### src/rtl/yarp_pkg.sv
// Shared types and helpers for the yarp core; the MDU op encoding matches RV32M funct3.
package yarp_pkg;

  typedef enum logic [2:0] {
    OP_MUL    = 3'd0,
    OP_MULH   = 3'd1,
    OP_MULHSU = 3'd2,
    OP_MULHU  = 3'd3,
    OP_DIV    = 3'd4,
    OP_DIVU   = 3'd5,
    OP_REM    = 3'd6,
    OP_REMU   = 3'd7
  } mdu_op_t;

  function automatic logic is_div(input mdu_op_t op);
    return op inside {OP_DIV, OP_DIVU, OP_REM, OP_REMU};
  endfunction

  function automatic logic is_rem(input mdu_op_t op);
    return op inside {OP_REM, OP_REMU};
  endfunction

  function automatic logic is_signed_a(input mdu_op_t op);
    return op inside {OP_MULH, OP_MULHSU, OP_DIV, OP_REM};
  endfunction

  function automatic logic is_signed_b(input mdu_op_t op);
    return op inside {OP_MULH, OP_DIV, OP_REM};
  endfunction

endpackage

### src/rtl/yarp_mdu.sv
// Iterative RV32M multiply/divide unit: shift-add multiply, restoring divide, one bit per cycle.
module yarp_mdu
  import yarp_pkg::*;
#(
  parameter int unsigned WIDTH = 32
) (
  input  logic             clk,
  input  logic             reset,
  input  logic             req_valid_i,
  output logic             req_ready_o,
  input  logic [2:0]       op_sel_i,
  input  logic [WIDTH-1:0] opr_a_i,
  input  logic [WIDTH-1:0] opr_b_i,
  input  logic             flush_i,
  output logic             rsp_valid_o,
  input  logic             rsp_ready_i,
  output logic [WIDTH-1:0] res_o,
  output logic             busy_o
);

  localparam int unsigned      CW       = $clog2(WIDTH);
  localparam logic [CW-1:0]    CNT_INIT = CW'(WIDTH - 1);
  localparam logic [WIDTH-1:0] INT_MIN  = {1'b1, {(WIDTH-1){1'b0}}};

  typedef enum logic [1:0] {S_IDLE, S_CALC, S_DONE} state_e;

  state_e             state_q, state_d;
  mdu_op_t            op_q, op_d;
  logic [CW-1:0]      cnt_q, cnt_d;
  logic [2*WIDTH-1:0] acc_q, acc_d;
  logic [WIDTH-1:0]   opb_q, opb_d;
  logic               neg_q, neg_d;
  logic               negr_q, negr_d;
  logic [WIDTH-1:0]   res_q, res_d;

  mdu_op_t            op_in;
  logic               sa, sb, div_zero, div_ovf, div_step;
  logic [WIDTH-1:0]   a_abs, b_abs;
  logic [WIDTH:0]     div_shift, add_x, add_y, add_s;
  logic [2*WIDTH-1:0] acc_mul, acc_div, acc_step, prod_fix;
  logic [WIDTH-1:0]   quo_fix, rem_fix, res_step;

  // Operand conditioning for the accept cycle
  always_comb begin
    op_in    = mdu_op_t'(op_sel_i);
    sa       = is_signed_a(op_in) & opr_a_i[WIDTH-1];
    sb       = is_signed_b(op_in) & opr_b_i[WIDTH-1];
    a_abs    = sa ? ('0 - opr_a_i) : opr_a_i;
    b_abs    = sb ? ('0 - opr_b_i) : opr_b_i;
    div_zero = (opr_b_i == '0);
    div_ovf  = (op_in inside {OP_DIV, OP_REM}) && (opr_a_i == INT_MIN) && (opr_b_i == '1);
  end

  // Single W+1-bit adder: adds the multiplicand for multiply, subtracts the divisor for divide
  always_comb begin
    div_step  = is_div(op_q);
    div_shift = {acc_q[2*WIDTH-1:WIDTH], acc_q[WIDTH-1]};
    add_x     = div_step ? div_shift : {1'b0, acc_q[2*WIDTH-1:WIDTH]};
    add_y     = div_step ? ~{1'b0, opb_q} : {1'b0, opb_q};
    add_s     = add_x + add_y + {{WIDTH{1'b0}}, div_step};
    acc_mul   = acc_q[0] ? {add_s, acc_q[WIDTH-1:1]} : {1'b0, acc_q[2*WIDTH-1:1]};
    acc_div   = add_s[WIDTH] ? {div_shift[WIDTH-1:0], acc_q[WIDTH-2:0], 1'b0}
                             : {add_s[WIDTH-1:0], acc_q[WIDTH-2:0], 1'b1};
    acc_step  = div_step ? acc_div : acc_mul;
    prod_fix  = neg_q ? ('0 - acc_step) : acc_step;
    quo_fix   = neg_q ? ('0 - acc_step[WIDTH-1:0]) : acc_step[WIDTH-1:0];
    rem_fix   = negr_q ? ('0 - acc_step[2*WIDTH-1:WIDTH]) : acc_step[2*WIDTH-1:WIDTH];
    case (op_q)
      OP_MULH, OP_MULHSU, OP_MULHU: res_step = prod_fix[2*WIDTH-1:WIDTH];
      OP_DIV, OP_DIVU:              res_step = quo_fix;
      OP_REM, OP_REMU:              res_step = rem_fix;
      default:                      res_step = acc_step[WIDTH-1:0];
    endcase
  end

  always_comb begin
    state_d = state_q;
    op_d    = op_q;
    cnt_d   = cnt_q;
    acc_d   = acc_q;
    opb_d   = opb_q;
    neg_d   = neg_q;
    negr_d  = negr_q;
    res_d   = res_q;
    case (state_q)
      S_IDLE: begin
        if (req_valid_i && !flush_i) begin
          op_d   = op_in;
          cnt_d  = CNT_INIT;
          neg_d  = sa ^ sb;
          negr_d = sa;
          if (is_div(op_in) && div_zero) begin
            res_d   = is_rem(op_in) ? opr_a_i : '1;
            state_d = S_DONE;
          end else if (div_ovf) begin
            res_d   = (op_in == OP_DIV) ? opr_a_i : '0;
            state_d = S_DONE;
          end else begin
            // Multiply keeps the multiplier in the low half; divide keeps the dividend there
            acc_d   = {{WIDTH{1'b0}}, is_div(op_in) ? a_abs : b_abs};
            opb_d   = is_div(op_in) ? b_abs : a_abs;
            state_d = S_CALC;
          end
        end
      end
      S_CALC: begin
        acc_d = acc_step;
        cnt_d = cnt_q - 1'b1;
        if (cnt_q == '0) begin
          res_d   = res_step;
          state_d = S_DONE;
        end
      end
      S_DONE: begin
        if (rsp_ready_i) state_d = S_IDLE;
      end
      default: state_d = S_IDLE;
    endcase
    if (flush_i) begin
      state_d = S_IDLE;
      res_d   = res_q;
    end
  end

  always_ff @(posedge clk) begin
    if (reset) begin
      state_q <= S_IDLE;
      op_q    <= OP_MUL;
      cnt_q   <= '0;
      acc_q   <= '0;
      opb_q   <= '0;
      neg_q   <= 1'b0;
      negr_q  <= 1'b0;
      res_q   <= '0;
    end else begin
      state_q <= state_d;
      op_q    <= op_d;
      cnt_q   <= cnt_d;
      acc_q   <= acc_d;
      opb_q   <= opb_d;
      neg_q   <= neg_d;
      negr_q  <= negr_d;
      res_q   <= res_d;
    end
  end

  assign req_ready_o = (state_q == S_IDLE);
  assign rsp_valid_o = (state_q == S_DONE);
  assign busy_o      = (state_q != S_IDLE);
  assign res_o       = res_q;

endmodule

### config.mk
export PLATFORM = sky130hd
export DESIGN_NAME = yarp_mdu
export DESIGN_NICKNAME = d
export VERILOG_FILES = /design/src/rtl/yarp_pkg.sv /design/src/rtl/yarp_mdu.sv
export SDC_FILE = /design/constraint.sdc
export NUM_CORES = 1
export LEC_CHECK = 0
export CORE_MARGIN = 2
export CORE_UTILIZATION = 50
export CTS_BUF_LIST = sky130_fd_sc_hd__clkbuf_8
export DETAILED_ROUTE_END_ITERATION = 8
export GPL_TIMING_DRIVEN = 0
export PLACE_DENSITY = 0.72
export SLEW_MARGIN = 20
export SYNTH_ARGS = -nofsm -noshare
export SYNTH_HDL_FRONTEND = slang
export SYNTH_SLANG_ARGS = --single-unit
### constraint.sdc
create_clock -name clk -period 8.42 [get_ports clk]
set_clock_uncertainty 0.1 [all_clocks]
set_input_delay 2.105 -clock clk [delete_from_list [all_inputs] [get_ports clk]]
set_output_delay 2.105 -clock clk [all_outputs]
set_load 0.02 [all_outputs]
Yosys cells after proc, flatten, opt, wreduce, memory -nomap -nowiden --
Cells that the tools add are included.
Storage, ports and cells: register bits 140, bits of input ports 72, logic and storage cells 104
Cells by class: add/sub/neg operators 8, eq/ne operators 23, muxes and demuxes 32, bitwise operators 7, reductions and logical operators 26
Operators by type and width (number):
- 64-bit two-way mux | 7
- 32-bit two-way mux | 12
- 64-bit one-hot mux with 2 select lines | 1
- 1-bit by 32-bit subtractor with 32-bit output, first input constant | 4
- 32-bit one-hot mux with 3 select lines | 1
- 33-bit two-way mux | 2
- 32-bit == test, second input constant | 2
- 32-bit one-hot mux with 2 select lines | 1
- 1-bit by 64-bit subtractor with 64-bit output, first input constant | 1
- 33-bit by 1-bit adder with 33-bit output | 1
- 33-bit adder | 1
- 32-bit NOT with 33-bit output | 1
- 32-bit zero test | 1
- 3-bit == test, second input constant | 8
- 4-bit nonzero test | 3
- 2-bit two-way mux | 5
- 5-bit one-hot mux with 2 select lines | 1
- 3-bit by 2-bit == test with 1-bit output, second input constant | 3
- 4-bit AND reduction | 2
- 2-bit nonzero test | 4
- 3-bit by 1-bit == test with 1-bit output, second input constant | 2
- 2-bit != test, second input constant | 3
- 2-bit one-hot mux with 3 select lines | 1
- 2-bit OR reduction | 3
- other kinds (18) | 26

Longest topological paths before layout --
depth after elaboration 12, mapped depth 36, mapped depth without buffers 20

Least setup slack after synthesis --
Ideal clock, no wire load.
path type register to register, from register op_q[2], to register res_q[28] (netlist: res_o[28]), setup time 120 ps, data arrival time 8068 ps, slack 132 ps, cell stages (with the launch flop) 34, path buffers 16, clock period less this slack 8288 ps, path through dfxtp_1 -> buf_2 -> buf_1 -> buf_2 -> buf_2 -> buf_2 -> buf_2 -> clkbuf_1 -> buf_2 -> buf_2 -> clkbuf_1 -> buf_2 -> buf_1 -> xor2_1 -> ha_1 -> a2111o_1 -> a221o_1 -> and3_4 -> nor3_4 -> a211oi_4 -> buf_4 -> buf_2 -> buf_2 -> a21boi_0 -> ha_1 -> nand3_1 -> or2_1 -> or3_1 -> clkbuf_1 -> or3_4 -> o41ai_4 -> xor2_1 -> o22ai_1 -> o31a_1
Between the ends: cells in the longest elaborated chain, start to end 12
Ends and longest elaborated chain:
- start: declaration | RTL line yarp_mdu.sv:28 | mdu_op_t op_q, op_d;
- start signal: assignment | RTL line yarp_mdu.sv:137 | op_q <= op_d;
- 3-bit == test | RTL line yarp_pkg.sv:16, yarp_mdu.sv:68
- 4-bit nonzero test | RTL line yarp_pkg.sv:16 | return op inside {OP_DIV, OP_DIVU, OP_REM, OP_REMU};
- 33-bit two-way mux, on equally long branches | RTL line yarp_mdu.sv:58, yarp_mdu.sv:59
- 33-bit adder | RTL line yarp_mdu.sv:60 | add_s = add_x + add_y + {{WIDTH{1'b0}}, div_step};
- 33-bit by 1-bit adder with 33-bit output | RTL line yarp_mdu.sv:60
- 64-bit two-way mux, on equally long branches | RTL line yarp_mdu.sv:62, yarp_mdu.sv:61
- 64-bit two-way mux | RTL line yarp_mdu.sv:64 | acc_step = div_step ? acc_div : acc_mul;
- 1-bit by 64-bit subtractor with 64-bit output (tied with other cells) | RTL line yarp_mdu.sv:65 | prod_fix = neg_q ? ('0 - acc_step) : acc_step;
- 64-bit two-way mux (tied with other cells) | RTL line yarp_mdu.sv:65
- 32-bit one-hot mux with 3 select lines (*) | RTL line yarp_mdu.sv:68 | case (op_q)
- 32-bit two-way mux (*) | RTL line yarp_mdu.sv:109 | if (cnt_q == '0) begin
- 32-bit one-hot mux with 2 select lines (*) | RTL line yarp_mdu.sv:85 | case (state_q)
- end signal: assignment | RTL line yarp_mdu.sv:143 | res_q <= res_d;
- end: declaration | RTL line yarp_mdu.sv:34 | logic [WIDTH-1:0] res_q, res_d;
Mark *: on every way between the ends. The rest lies on a longest branch, timed or not. The select of a mux whose other input is x is not followed. A chain may end at the register's enable or synchronous reset.

Final worst setup path --
from register op_q[2], to register res_q[14] (netlist: res_o[14])
Same word-level chain as after synthesis.

==> flow_summary_export.csv <==
group,metric,value,unit
run_status,status,"finished, final reports clean",
final_layout,multi_input_area,12100,um^2
clock_network,cts_tree,"built",
setup_path,arrival,8.61,ns
drt,drc,0,
final_layout,postLayoutCoreUtil,58.0,%
pwr,ir_worst_vdd,0.000109,V
placement,post-place-ws,-3.21,ns
clock_network,clk_latency,0.53,ns
pwr,p_sw,978,uW
yosys,yosys-top-cells-count,"259 x nor2_1, 203 x a21oi_1, 166 x nand2_1, 140 x dfxtp_1, 131 x a211oi_1",
drt,vias_per_cell,7.11,
clock_network,postCtsSetupBuffers,0,
pwr,p_per_area,124,nW/um^2
yosys,synth_seq_cells,140,
yosys,syn_area_per_cell,7.09,um^2
pwr,power,2190,uW
drt,drtAntennaViolNets,0,
pwr,p_leak,0.00653,uW
placement,portBuffers,105,
final_layout,regArea,2800,um^2
final_layout,final_area,17700,um^2
clock_network,cts_made_buffers,17,
placement,postPlaceCellArea,17100,um^2
setup_path,path_max_fanout,36,
setup_path,crit_type,"flip-flop to flip-flop",
final_layout,drive_above_1_share,7.80,%
global_routing,grt_pass1_wl,115000,um
pwr,switching_share,44.6,%
setup_path,start_kind,"flip-flop",
pwr,p_int,1220,uW
drt,vias,19400,
floorplanning,core,30600,um^2
yosys,synth.distinct_cells,98,
drt,routedWlPerCell,29.1,um
sta,worst_pin_slew,1.17,ns
yosys,synthTopCellsByArea,"dfxtp_1 18%, a21oi_1 6.5%, a211oi_1 6.3%",
floorplanning,die_h,180,um
final_layout,nets,2419,
clock_network,cts_hold_buffers,0,
setup_path,cp.required,8.76,ns
final_layout,stdcell_count,2721,
yosys,yosys_warnings,0,
drt,firstDrtPassIters,6,
placement,dp_cells,2691,
floorplanning,rows,64,
global_routing,grtUsageTotal,46.7,%
yosys,yosys.area_share.simple,24.5,%
yosys,ys_seq_area_share,18.0,%
setup_path,max_stage_delay,0.55,ns
sta,max_freq,121,MHz
placement,globalplace.congestion,1.06,
pwr,power_frac_clock,26.5,%
sta,grt_setup_unrepaired,"false",
yosys,synth-compound-area-share,31.6,%
sta,drv_slew,0,
yosys,synth_edf_count,0,
worst_hold_path,holdCritPathClass,"flip-flop to flip-flop",
yosys,synth_most_common_cell,"nor2_1",
drt,routed_wl,79100,um
yosys,synth_adder_area_share,3.11,%
final_layout,area_growth,14.3,%
setup_path,worstSetupEndpointType,"flip-flop",
global_routing,grt_pass1_vias,17900,
sta,min_period,8.27,ns
yosys,syn_nets,2300,
setup_path,reg2reg_slack,0.15,ns
sta,setup_slack,0.154,ns
global_routing,grt_overflow,0,
yosys,syn_inst,2190,
global_routing,grt_max_degree,28,
yosys,synth_top_area_share,18.0,%
placement,place.detailed.hpwl,63400,um
floorplanning,start_util,50.8,%
floorplanning,ioPinCount,107,
yosys,muxShareOfSynthArea,7.55,%
clock_network,h-tree-depth,4,
setup_path,crit_slowest_cell,"or4_1",
yosys,synth_top_family_by_area,"compound AO/OA/AOI/OAI gates",
yosys,synth_xor_area_share,10.1,%
yosys,synth_area_leader_cell,"dfxtp_1",
yosys,async_flop_share,0,%
pwr,power_frac_seq,33.4,%
drt,drt_iter0_markers,2956,
pwr,pwr-share-comb,40.2,%
clock_network,cts_root_buf,"clkbuf_8",
clock_network,numClockSinks,140,
final_layout,nFillCells,2940,
floorplanning,dieArea,32500,um^2
clock_network,clockBufferDepth,2,
sta,slew_headroom,21.4,%
global_routing,antenna_found_initial,4,
floorplanning,fp.dieW,180,um
sta,fin_crit_sh,98.2,%
sta,finalSetupViolations,0,
clock_network,clkTransAtPathRegs,0.09,ns
yosys,synth_area,15500,um^2
sta,final_hold_viol_count,0,
flow_run,cap_violations,0,
yosys,dominantRegCellSynth,"dfxtp_1",
## flip-flops by register name, indices dropped and copies added (netlist names)
| signal | cells |
|---|---|
| negr_q | 1 |
| acc_q | 64 |
| opb_q | 32 |
| op_q | 3 |
| neg_q | 1 |
| res_o | 32 |
| cnt_q | 5 |
| state_q | 2 |
## power groups by stage
stage / registers [uW] / logic [uW] / clock network (uW)
6_report: 732 / 882 / 580
5_1_grt: 733 / 917 / 592
4_1_cts: 729 / 831 / 567
3_5_place_dp: 743 / 818 / 0
3_3_place_gp: 742 / 813 / 0
2_1_floorplan: 728 / 511 / 0
## worst max-delay path: cells and delay by family (launching register included)
family	cells	cell delay, ns
fa+ha+maj	2	0.71
flops	1	0.35
xor+xnor	2	0.65
simple gates	5	1.62
compound gates	8	1.82
buf+inv	13	2.91
## cells in the final DEF (no fill, tap or decap), types with 25 or more instances in the layout
cell type / n
a211oi_1: 129
a21o_1: 28
a21oi_1: 203
clkbuf_1: 118
clkdlybuf4s50_1: 105
dfxtp_1: 140
ha_1: 35
inv_1: 32
mux2_2: 41
mux2i_1: 71
nand2_1: 166
nand3_1: 54
nor2_1: 258
nor3_1: 100
o211ai_1: 27
o21ai_0: 119
o31ai_1: 25
or3_1: 28
xnor2_1: 76
xor2_1: 94
## cell type report
class / count / share of cell area (%)
clock buffers: 18 / 1.40
flip-flops and latches: 140 / 15.8
repair buffers: 105 / 5.92
plain buffers: 164 / 4.18
inverters: 32 / 0.677
well taps: 396 / 2.79
clock inverters: 14 / 0.761
diodes: 3 / 0.0423
multi-input cells: 1849 / 68.4
## per-layer routing
metal | wire (um) | up-vias | global-route usage [%]
li1 | - | 8383 | -
met5 | 13 | - | 0
met3 | 9630 | 414 | 12.5
met2 | 33300 | 1580 | 71.6
met1 | 29400 | 8975 | 57.2
met4 | 6760 | 2 | 31.9
## kinds of logic (layout without fill, tap and decap cells)
group	count (synthesis)	after routing
AO/OA/AOI/OAI	731	731
XOR/XNOR	179	179
AND/OR/NAND/NOR	789	789
adder cells (fa/ha/maj)	38	38
buffers and inverters	201	333
multiplexers	112	112
flip-flops	140	140
other	0	3
## stage by stage
step,setup TNS (ns),hold slack (ns)
after CTS,0,0.376
after global routing,0,0.405
after global placement,-85.85,0.343
final,0,0.384
after detailed placement,-92.33,0.363
after floorplan,0,0.344
## worst paths after layout
check                               from   endpoint  cells after the start
worst max-delay path             op_q[2]  res_o[14]                     30
worst min-delay path            res_o[4]   res_o[4]                      2
worst max register to register   op_q[2]  res_o[14]                     30
worst min register to register  res_o[4]   res_o[4]                      2
## repair_timing
item / 4_1_cts / 5_1_grt
hold endpoints to repair: 0 / 0
endpoints found under the setup margin: 64 / 19
resized for setup: 48 / 17
No activity file was read; power rests on OpenSTA's default activity.
